**src/rtl/regfile_wb_arbiter_pkg.sv**
```systemverilog
// Shared constants and types for the register-file writeback arbiter.
// Holds the register/data widths, reset/enable encodings, the default
// starvation limit, the async source encoding and the write-port record.
package regfile_wb_arbiter_pkg;

   localparam int RegAddrW = 5;
   localparam int RegW     = 32;

   localparam logic [RegAddrW-1:0] NOPRegAddr = '0;
   localparam logic [RegW-1:0]     ZeroWord   = '0;
   localparam logic                WriteEnable  = 1'b1;
   localparam logic                WriteDisable = 1'b0;
   localparam logic                RstEnable    = 1'b1;

   localparam int StarveLimitDefault = 4;

   // Async writeback sources, also the round-robin pointer encoding.
   typedef enum logic {
      SRC_LD = 1'b0,
      SRC_MD = 1'b1
   } src_e;

   // One register-file write port: enable, destination, data.
   typedef struct packed {
      logic                we;
      logic [RegAddrW-1:0] addr;
      logic [RegW-1:0]     data;
   } wr_t;

   localparam wr_t WrIdle = '{we: WriteDisable, addr: NOPRegAddr, data: ZeroWord};

endpackage

```
**src/rtl/regfile_wb_arbiter_rr_arb2.sv**
```systemverilog
// Two-requester round-robin arbiter for the async writeback sources.
// Latency: grants are combinational; the pointer updates at the clock edge.
// Backpressure: with two free ports both requesters win; with one free port
// and both requesting, the pointer picks and then flips; with none, no grant.
// Ports: clk, rst (sync, active-high), req0 (ld) / req1 (md) requests,
// free_ports (0..2 write ports left after the pipe), gnt0 / gnt1 grants.
module regfile_wb_arbiter_rr_arb2
   import regfile_wb_arbiter_pkg::*;
(
   input  logic       clk,
   input  logic       rst,
   input  logic       req0,
   input  logic       req1,
   input  logic [1:0] free_ports,
   output logic       gnt0,
   output logic       gnt1
);

   src_e ptr;
   logic contend;

   always_comb begin
      contend = req0 & req1 & (free_ports == 2'd1);
      gnt0    = 1'b0;
      gnt1    = 1'b0;
      // No grants while in reset so pending requests survive it untouched.
      if (rst != RstEnable) begin
         if (free_ports >= 2'd2) begin
            gnt0 = req0;
            gnt1 = req1;
         end else if (free_ports == 2'd1) begin
            if (contend) begin
               gnt0 = (ptr == SRC_LD);
               gnt1 = (ptr == SRC_MD);
            end else begin
               gnt0 = req0;
               gnt1 = req1;
            end
         end
      end
   end

   // Only a contended grant moves the pointer.
   always_ff @(posedge clk) begin
      if (rst == RstEnable) begin
         ptr <= SRC_LD;
      end else if (contend) begin
         ptr <= (ptr == SRC_LD) ? SRC_MD : SRC_LD;
      end
   end

endmodule

```
**src/rtl/regfile_wb_arbiter.sv**
```systemverilog
// Schedules the two regfile write ports among pipe slots 0/1 and the ld/md async units.
// Latency: one cycle from acceptance to the registered we/waddr/wdata outputs.
// Backpressure: pipe never waits (except the one-cycle stall_req); async sources
// see ready=0 when no port is left, and starvation forces a one-cycle stall.
// Ports: clk, rst (sync, active-high); p0_*/p1_* pipe writes; ld_*/md_* async
// valid/ready writes; stall_req; we1/waddr1/wdata1 (older) and we2/waddr2/wdata2
// (younger, wins on same-address writes).
// Build option WB_ZERO_FILTER_EN: requests to register 0 are accepted without
// taking a port or driving a write enable.
module regfile_wb_arbiter
   import regfile_wb_arbiter_pkg::*;
#(
   parameter int STARVE_LIMIT = StarveLimitDefault,
   parameter int CNT_W        = 4
) (
   input  logic                clk,
   input  logic                rst,
   input  logic                p0_we,
   input  logic [RegAddrW-1:0] p0_waddr,
   input  logic [RegW-1:0]     p0_wdata,
   input  logic                p1_we,
   input  logic [RegAddrW-1:0] p1_waddr,
   input  logic [RegW-1:0]     p1_wdata,
   input  logic                ld_valid,
   output logic                ld_ready,
   input  logic [RegAddrW-1:0] ld_waddr,
   input  logic [RegW-1:0]     ld_wdata,
   input  logic                md_valid,
   output logic                md_ready,
   input  logic [RegAddrW-1:0] md_waddr,
   input  logic [RegW-1:0]     md_wdata,
   output logic                stall_req,
   output logic                we1,
   output logic [RegAddrW-1:0] waddr1,
   output logic [RegW-1:0]     wdata1,
   output logic                we2,
   output logic [RegAddrW-1:0] waddr2,
   output logic [RegW-1:0]     wdata2
);

   wr_t              port1_q, port2_q, port1_nxt, port2_nxt;
   wr_t              w_p0, w_p1, w_ld, w_md;
   logic             stall_q;
   logic [CNT_W-1:0] cnt_q;

   logic       p0_use, p1_use;   // pipe writes that take a port
   logic       ld_zero, md_zero; // async writes to r0 absorbed without a port
   logic       ld_req, md_req;   // async writes that compete for a port
   logic       ld_gnt, md_gnt;
   logic [1:0] free_ports;
   logic       starve, hit;

   assign w_p0 = '{we: WriteEnable, addr: p0_waddr, data: p0_wdata};
   assign w_p1 = '{we: WriteEnable, addr: p1_waddr, data: p1_wdata};
   assign w_ld = '{we: WriteEnable, addr: ld_waddr, data: ld_wdata};
   assign w_md = '{we: WriteEnable, addr: md_waddr, data: md_wdata};

`ifdef WB_ZERO_FILTER_EN
   assign p0_use  = p0_we & ~stall_q & (p0_waddr != NOPRegAddr);
   assign p1_use  = p1_we & ~stall_q & (p1_waddr != NOPRegAddr);
   assign ld_zero = ld_valid & (ld_waddr == NOPRegAddr);
   assign md_zero = md_valid & (md_waddr == NOPRegAddr);
`else
   assign p0_use  = p0_we & ~stall_q;
   assign p1_use  = p1_we & ~stall_q;
   assign ld_zero = 1'b0;
   assign md_zero = 1'b0;
`endif

   assign ld_req     = ld_valid & ~ld_zero;
   assign md_req     = md_valid & ~md_zero;
   assign free_ports = 2'd2 - {1'b0, p0_use} - {1'b0, p1_use};

   regfile_wb_arbiter_rr_arb2 u_rr (
      .clk        (clk),
      .rst        (rst),
      .req0       (ld_req),
      .req1       (md_req),
      .free_ports (free_ports),
      .gnt0       (ld_gnt),
      .gnt1       (md_gnt)
   );

   assign ld_ready = ld_gnt | (ld_zero & (rst != RstEnable));
   assign md_ready = md_gnt | (md_zero & (rst != RstEnable));

   // Port 1 takes the first, port 2 the second of: ld, md, p0, p1. This puts
   // async results on port 1 so a same-cycle pipe write overrides on port 2.
   always_comb begin
      port1_nxt = WrIdle;
      port2_nxt = WrIdle;
      if (ld_gnt) begin
         port1_nxt = w_ld;
         if (md_gnt)      port2_nxt = w_md;
         else if (p0_use) port2_nxt = w_p0;
         else if (p1_use) port2_nxt = w_p1;
      end else if (md_gnt) begin
         port1_nxt = w_md;
         if (p0_use)      port2_nxt = w_p0;
         else if (p1_use) port2_nxt = w_p1;
      end else if (p0_use) begin
         port1_nxt = w_p0;
         if (p1_use)      port2_nxt = w_p1;
      end else if (p1_use) begin
         port1_nxt = w_p1;
      end
   end

   // A starved cycle that would bring the count to the limit raises
   // stall_req instead; the counter clears in the same step.
   assign starve = (ld_valid | md_valid) & ~(ld_ready | md_ready);
   assign hit    = starve & ~stall_q & (cnt_q == CNT_W'(STARVE_LIMIT - 1));

   always_ff @(posedge clk) begin
      if (rst == RstEnable) begin
         port1_q <= WrIdle;
         port2_q <= WrIdle;
         stall_q <= 1'b0;
         cnt_q   <= '0;
      end else begin
         port1_q <= port1_nxt;
         port2_q <= port2_nxt;
         stall_q <= hit;
         if (!starve || hit) begin
            cnt_q <= '0;
         end else if (cnt_q != CNT_W'(STARVE_LIMIT)) begin
            cnt_q <= cnt_q + CNT_W'(1);
         end
      end
   end

   assign stall_req = stall_q;
   assign we1       = port1_q.we;
   assign waddr1    = port1_q.addr;
   assign wdata1    = port1_q.data;
   assign we2       = port2_q.we;
   assign waddr2    = port2_q.addr;
   assign wdata2    = port2_q.data;

endmodule

```
**config.mk**
```make
export PLATFORM = sky130hd
export DESIGN_NAME = regfile_wb_arbiter
export DESIGN_NICKNAME = d
export VERILOG_FILES = /design/src/rtl/regfile_wb_arbiter_pkg.sv /design/src/rtl/regfile_wb_arbiter_rr_arb2.sv /design/src/rtl/regfile_wb_arbiter.sv
export SDC_FILE = /design/constraint.sdc
export NUM_CORES = 1
export LEC_CHECK = 0
export CAP_MARGIN = 10
export CELL_PAD_IN_SITES_DETAIL_PLACEMENT = 1
export CELL_PAD_IN_SITES_GLOBAL_PLACEMENT = 1
export CORE_UTILIZATION = 27
export CTS_BUF_LIST = sky130_fd_sc_hd__clkbuf_4 sky130_fd_sc_hd__clkbuf_8
export DETAILED_ROUTE_END_ITERATION = 16
export PLACE_DENSITY = 0.84
export SLEW_MARGIN = 10
export SYNTH_ARGS = -nofsm -noshare
export SYNTH_HDL_FRONTEND = slang
export SYNTH_HIERARCHICAL = 1
export SYNTH_SLANG_ARGS = --single-unit
```
**constraint.sdc**
```tcl
create_clock -name clk -period 2.9 [get_ports clk]
set_input_delay 0.58 -clock clk [delete_from_list [all_inputs] [get_ports clk]]
set_output_delay 0.58 -clock clk [all_outputs]
set_load 0.05 [all_outputs]
```
==> impl_metrics.json, run 1 <==
{
  "root_buffer": "clkbuf_8",
  "synth_top_cell_by_area": "dfxtp_1",
  "clkTransAtPathRegs_ns": 0.09,
  "totalPowerFinal_mw": 3.32,
  "synth_area_leaders": "dfxtp_1 35%, o32ai_2 12%, a21oi_1 7.7%",
  "ant_nets": 0,
  "start_kind": "flop",
  "die_y_um": 133,
  "synth_cell_types": 42,
  "path_cells": "buf_4, nor2b_4, inv_2, ha_4, a21oi_2, nor3b_4, buf_12, buf_12",
  "synthArstFlopShare_pct": 0,
  "synth_top_area_share_pct": 35.5,
  "worstPathMaxFanout": 53,
  "top_usage_layer": "met2",
  "finalHoldViolations": 0,
  "wirelength_mm": 19.2,
  "fin_crit_sh_pct": 95.3,
  "irDropWorstVdd_mv": 0.256,
  "drc_errors": 0,
  "fmax_mhz": 362,
  "syn_nets": 662,
  "vias": 5002,
  "p_leak_nw": 2.56,
  "postCtsSetupRepairBufs": 0,
  "rows": 47,
  "synth_area_per_cell_um2": 9.20,
  "slew_headroom_pct": 44.1,
  "synth_warnings": 6,
  "clkPwrFrac_pct": 25.4,
  "synthToLayoutAreaGrowth_pct": 58.8,
  "synth_common_cells": "82 x dfxtp_1, 71 x a21oi_1, 70 x nand2_1, 37 x buf_2, 35 x o32ai_2",
  "insertedDiodeCount": 0,
  "synth_area_mm2": 0.00463,
  "cts.path.max_buffers": 2,
  "p_sw_mw": 1.19,
  "grt_start_max_net_pins": 78,
  "cp_common_cell": "buf_12",
  "use_met1_pct": 23.2,
  "holdWs_ns": 0.555,
  "final-max-slew-violation-count": 0,
  "drive_gt1_share_pct": 13.9,
  "synth_most_common_cell": "dfxtp_1",
  "path_class": "flop to output pin",
  "postCtsHoldBufs": 0,
  "htree_levels": 3,
  "powerDensity_mw_per_mm2": 451,
  "finalSetupViolCount": 0,
  "cp.arrival_ns": 2.18,
  "dp_hpwl_mm": 13.8,
  "tritoncts": "done",
  "crit_path_end_kind": "output pin",
  "dieArea_mm2": 0.0177,
  "nFillCells": 1880,
  "power.internal_mw": 2.13,
  "synthCells": 503,
  "overflow": 0,
  "critical-path-slowest-cell": "dfxtp_1",
  "start_util_pct": 27.8,
  "hold_path_class": "flop to flop",
  "first_pass_iters": 4,
  "portBuffers": 232,
  "synth_edf_count": 0,
  "max_stage_delay_ns": 0.35,
  "cp.buffers_inverters": 4,
  "drt-initial-drc-count": 240,
  "critPathRequiredTime_ns": 2.32,
  "cts_resized": 0,
  "tightest_slew_ns": 0.839,
  "wl_per_cell_um": 20.5,
  "chipWidth_um": 133,
  "io_pins": 233,
  "ys_seq_area_share_pct": 35.5,
  "final_nets": 869,
  "rsz0062_at_grt": "no",
  "cts_sinks": 82,
  "clock_skew_ns": 0.00594,
  "use_met3_pct": 6.02,
  "cts_made_buffers": 9,
  "path_delay_family": "buffers and inverters",
  "period_minus_slack_ns": 2.76,
  "grt_use_total_pct": 21.6,
  "grtUsageMet2_pct": 39.7,
  "core_area_mm2": 0.0166,
  "grt_antenna_before_repair": 1,
  "ys_ff_latch": 82,
  "pwr-share-seq_pct": 37.5,
  "clkLatencyLatePin_ns": 0.37,
  "comb_power_share_pct": 37.1,
  "synth_ff_type": "dfxtp_1",
  "gp_congestion": 0.820,
  "grt_pass1_vias": 5647,
  "final-seq-area_mm2": 0.00164,
  "drv_cap": 0,
  "grt_pass1_wl_mm": 29.9,
  "status": "completed",
  "switching_share_pct": 35.9,
  "multi_input_area_mm2": 0.00267,
  "viasPerCell": 5.36
}
flip-flops by register name, summed over array words and instances, names as in the netlist:
name       cells
cnt_q          4
stall_req      1
u_rr/ptr       1
waddr1         5
waddr2         5
wdata1        32
wdata2        32
we1            1
we2            1
metal layers:
metal	part of all wire, %	vias to the layer above
met5	0	-
met2	52	188
met1	39	2450
li1	-	2330
met3	6.3	34
met4	2.5	0
stage by stage:
stage	setup TNS, ns	setup WS [ns]	instance area [µm²]	utilization, %	std cells
3_3_place_gp	0	0.278	7170	43.1	919
6_report	0	0.137	7350	44.2	934
5_1_grt	0	0.0312	7350	44.2	934
2_1_floorplan	-0.293	-0.00853	4760	-	503
4_1_cts	0	0.0936	7350	44.2	934
3_5_place_dp	0	0.196	7170	43.1	919
layout make-up:
type	instances	share of cell area (%)
Sequential cell	82	22.3
Inverter	11	0.562
Tap cell	220	3.74
Timing Repair Buffer	254	34.6
Clock inverter	6	0.800
Multi-Input combinational cell	352	36.3
Clock buffer	9	1.68
worst register-to-register path, cell delays in order (launching register included):
cell     delay [ns]
dfxtp_1        0.35
buf_4          0.18
nor2b_4        0.12
inv_2          0.06
ha_4           0.28
a21oi_2        0.06
nor3b_4        0.26
buf_12         0.32
xor2_4         0.12
buf_4          0.24
a32oi_1        0.28
o32ai_2        0.12
power by group through the flow:
stage / logic (mW) / registers [mW] / clock network [mW]
6_report: 1.23 / 1.24 / 0.843
4_1_cts: 1.24 / 1.24 / 0.876
3_3_place_gp: 1.20 / 1.27 / 0
2_1_floorplan: 0.440 / 1.55 / 0
3_5_place_dp: 1.23 / 1.27 / 0
5_1_grt: 1.30 / 1.25 / 0.916
logic make-up (layout without fill, tap and decap cells):
logic type | Yosys count | in the layout | synth area share, %
mux | 2 | 2 | 0.432
simple gates | 124 | 124 | 12.7
flops | 82 | 82 | 35.5
compound gates | 217 | 217 | 40.5
fa+ha+maj | 5 | 5 | 1.35
buf+inv | 69 | 280 | 8.62
xor+xnor | 4 | 4 | 0.919
worst paths after layout:
kind         startpoint   endpoint  slack, ns  depth (start not counted)
max           stall_req   md_ready       0.14                          8
min            cnt_q[2]   cnt_q[2]       0.56                          2
max reg2reg   stall_req  wdata2[5]       0.39                         11
min reg2reg    cnt_q[2]   cnt_q[2]       0.56                          2
cells in the final DEF (no fill, tap or decap), types with 2 or more instances in the layout:
cell type / Yosys / layout
clkdlybuf4s50_1: 0 / 227
a21oi_2: 0 / 5
o21ai_1: 2 / 2
nor3_1: 2 / 2
buf_12: 0 / 6
clkbuf_8: 0 / 9
ha_1: 5 / 4
buf_4: 3 / 18
nand3b_1: 6 / 6
a21oi_1: 71 / 66
nand2b_1: 3 / 2
nor2_1: 11 / 11
o32ai_2: 35 / 35
a21o_1: 5 / 5
clkinv_2: 0 / 4
mux2i_1: 2 / 2
and3b_1: 2 / 2
nor3b_4: 0 / 2
xor2_1: 2 / 2
o21a_1: 31 / 31
nand2_1: 70 / 70
buf_2: 37 / 3
dfxtp_1: 82 / 82
o32ai_1: 27 / 27
a221oi_2: 6 / 6
a32oi_1: 32 / 32
and2_1: 7 / 8
inv_1: 11 / 10
nand3_1: 11 / 11
o211ai_1: 5 / 5
No activity file was read; power rests on OpenSTA's default activity.
==> run 2: changes to the inputs <==
--- a/config.mk
+++ b/config.mk
@@ -8,10 +8,10 @@
 export CAP_MARGIN = 10
 export CELL_PAD_IN_SITES_DETAIL_PLACEMENT = 1
 export CELL_PAD_IN_SITES_GLOBAL_PLACEMENT = 1
-export CORE_UTILIZATION = 27
+export CORE_UTILIZATION = 30
 export CTS_BUF_LIST = sky130_fd_sc_hd__clkbuf_4 sky130_fd_sc_hd__clkbuf_8
 export DETAILED_ROUTE_END_ITERATION = 16
-export PLACE_DENSITY = 0.84
+export PLACE_DENSITY = 0.88
 export SLEW_MARGIN = 10
 export SYNTH_ARGS = -nofsm -noshare
 export SYNTH_HDL_FRONTEND = slang
==> constraint.sdc (replaced) <==
create_clock -name clk -period 2.6 [get_ports clk]
set_input_delay 0.52 -clock clk [delete_from_list [all_inputs] [get_ports clk]]
set_output_delay 0.52 -clock clk [all_outputs]
set_load 0.05 [all_outputs]
==> impl_metrics.json, run 2 (synthesis results as in run 1) <==
{
  "viasPerCell": 5.64,
  "worstPathMaxFanout": 12,
  "portBuffers": 232,
  "cts.path.max_buffers": 2,
  "wirelength_mm": 20.0,
  "grt_use_total_pct": 24.4,
  "clkPwrFrac_pct": 24.0,
  "drt-initial-drc-count": 264,
  "switching_share_pct": 36.5,
  "htree_levels": 3,
  "dpl.cell_count": 893,
  "top_usage_layer": "met2",
  "cts_sinks": 82,
  "fin_cells": 913,
  "drv_cap": 0,
  "setup_slack_ns": 0.0995,
  "dp_hpwl_mm": 14.3,
  "core_area_mm2": 0.0151,
  "io_pins": 233,
  "final_nets": 879,
  "final_common_cell": "clkdlybuf4s50_1",
  "die_y_um": 126,
  "finalHoldViolations": 0,
  "start_util_pct": 30.6,
  "insertedDiodeCount": 0,
  "tritoncts": "done",
  "utilization_pct": 50.6,
  "final-max-slew-violation-count": 0,
  "grt_pass1_vias": 5644,
  "p_sw_mw": 1.36,
  "postCtsHoldBufs": 0,
  "tightest_slew_ns": 0.839,
  "chipWidth_um": 126,
  "overflow": 0,
  "grt_start_max_net_pins": 78,
  "drc_errors": 0,
  "grtUsageMet2_pct": 44.6,
  "nFillCells": 1647,
  "rsz0062_at_grt": "no",
  "irDropWorstVdd_mv": 0.213,
  "status": "completed",
  "period_minus_slack_ns": 2.50,
  "vias": 5149,
  "wl_per_cell_um": 21.9,
  "synthToLayoutAreaGrowth_pct": 65.7,
  "path_cells": "nand2b_1, ha_4, a21oi_1, nor3b_4, buf_12, buf_12",
  "pwr-share-seq_pct": 37.1,
  "worst-r2r-setup-slack_ns": 0.20,
  "fmax_mhz": 400,
  "critical-path-slowest-cell": "dfxtp_2",
  "dieArea_mm2": 0.0159,
  "root_buffer": "clkbuf_8",
  "grt_antenna_before_repair": 0,
  "rows": 45,
  "slew_headroom_pct": 44.1,
  "hold_path_class": "flop to flop",
  "cts_made_buffers": 9,
  "ant_nets": 0,
  "power.internal_mw": 2.37,
  "path_class": "flop to output pin",
  "clkLatencyLatePin_ns": 0.37,
  "startpoint": "stall_req",
  "use_met3_pct": 4.59,
  "dp_slack_ns": 0.0806,
  "fin_crit_sh_pct": 96.2,
  "grt_pass1_wl_mm": 30.1,
  "cp.arrival_ns": 1.98,
  "crit_path_end": "ld_ready",
  "use_met1_pct": 26.6,
  "start_kind": "flop",
  "gp_congestion": 0.853,
  "layout_common_cells": "227 x clkdlybuf4s50_1, 81 x dfxtp_1, 70 x nand2_1, 41 x a21oi_1, 35 x o32ai_2",
  "critPathRequiredTime_ns": 2.08,
  "crit_path_end_kind": "output pin",
  "cp_common_cell": "buf_12",
  "holdWs_ns": 0.565,
  "finalSetupViolCount": 0,
  "clock_skew_ns": 0.00759,
  "clkTransAtPathRegs_ns": 0.08,
  "comb_power_share_pct": 38.8,
  "max_stage_delay_ns": 0.37,
  "powerDensity_mw_per_mm2": 487,
  "rr_startpoint": "stall_req",
  "ff2ff_path_depth": 10,
  "rr_endpoint": "wdata2[28]",
  "p_leak_nw": 2.66,
  "drive_gt1_share_pct": 18.8,
  "first_pass_iters": 4
}
run 2: changes by cell type in the layout (fill, tap and decap cells not counted), moves of 2 or more:
cell      before  now
a21oi_4        0    8
a21oi_1       66   41
a21oi_2        5   22
buf_12         6   13
clkbuf_8       9   11
run 2: worst min-delay path by stage:
stage	cells past startpoint	start	end	slack, ns
finish	2	cnt_q[2]	cnt_q[2]	0.56
global route	2	cnt_q[2]	cnt_q[2]	0.60
CTS	2	cnt_q[2]	cnt_q[2]	0.57
detailed placement	2	cnt_q[2]	cnt_q[2]	0.56
global placement	2	cnt_q[2]	cnt_q[2]	0.52
floorplan	2	u_rr/ptr	u_rr/ptr	0.49
run 2: power by group through the flow:
stage               Combinational (mW)  Clock (mW)  Sequential, mW
floorplan                        0.528           0            1.73
global placement                  1.39           0            1.42
detailed placement                1.43           0            1.42
CTS                               1.44       0.925            1.39
global route                      1.51       0.969            1.40
finish                            1.45       0.898            1.39
run 2: critical path: cells and delay by family, from the launching register on:
family	cells	cell delay, ns
AOI/OAI and AO/OA	1	0.09
adders and majority gates	1	0.33
buffers and inverters	2	0.33
DFF	1	0.37
and+or+nand+nor	2	0.49
run 2: layer usage:
| layer | up-vias | share of wire (%) | wire (µm) |
|---|---|---|---|
| li1 | 2345 | - | - |
| met1 | 2524 | 39 | 7790 |
| met2 | 223 | 52 | 10400 |
| met3 | 57 | 5.2 | 1030 |
| met4 | 0 | 4.2 | 833 |
| met5 | - | 0 | 0 |
run 2: final cells by class:
class / instances / area (µm²) / share of cell area (%)
clock buffers: 11 / 151 / 1.97
flip-flops and latches: 82 / 1640 / 21.4
inverters: 11 / 41.3 / 0.538
repair buffers: 264 / 2750 / 35.8
clock inverters: 5 / 28.8 / 0.375
multi-input cells: 352 / 2820 / 36.8
well taps: 188 / 235 / 3.07
run 2: through the flow:
stage          power (mW)  TNS [ns]  cell area [µm²]
2_1_floorplan        2.26    -15.43             4990
3_3_place_gp         2.80         0             7410
3_5_place_dp         2.84         0             7410
4_1_cts              3.76         0             7630
5_1_grt              3.88         0             7670
6_report             3.74         0             7670
run 2: repair_timing:
item,CTS,global route
setup endpoints to repair,2,1
cloned,1,1
gates resized for setup,1,1
pin swaps,1,1
buffers inserted,1,1
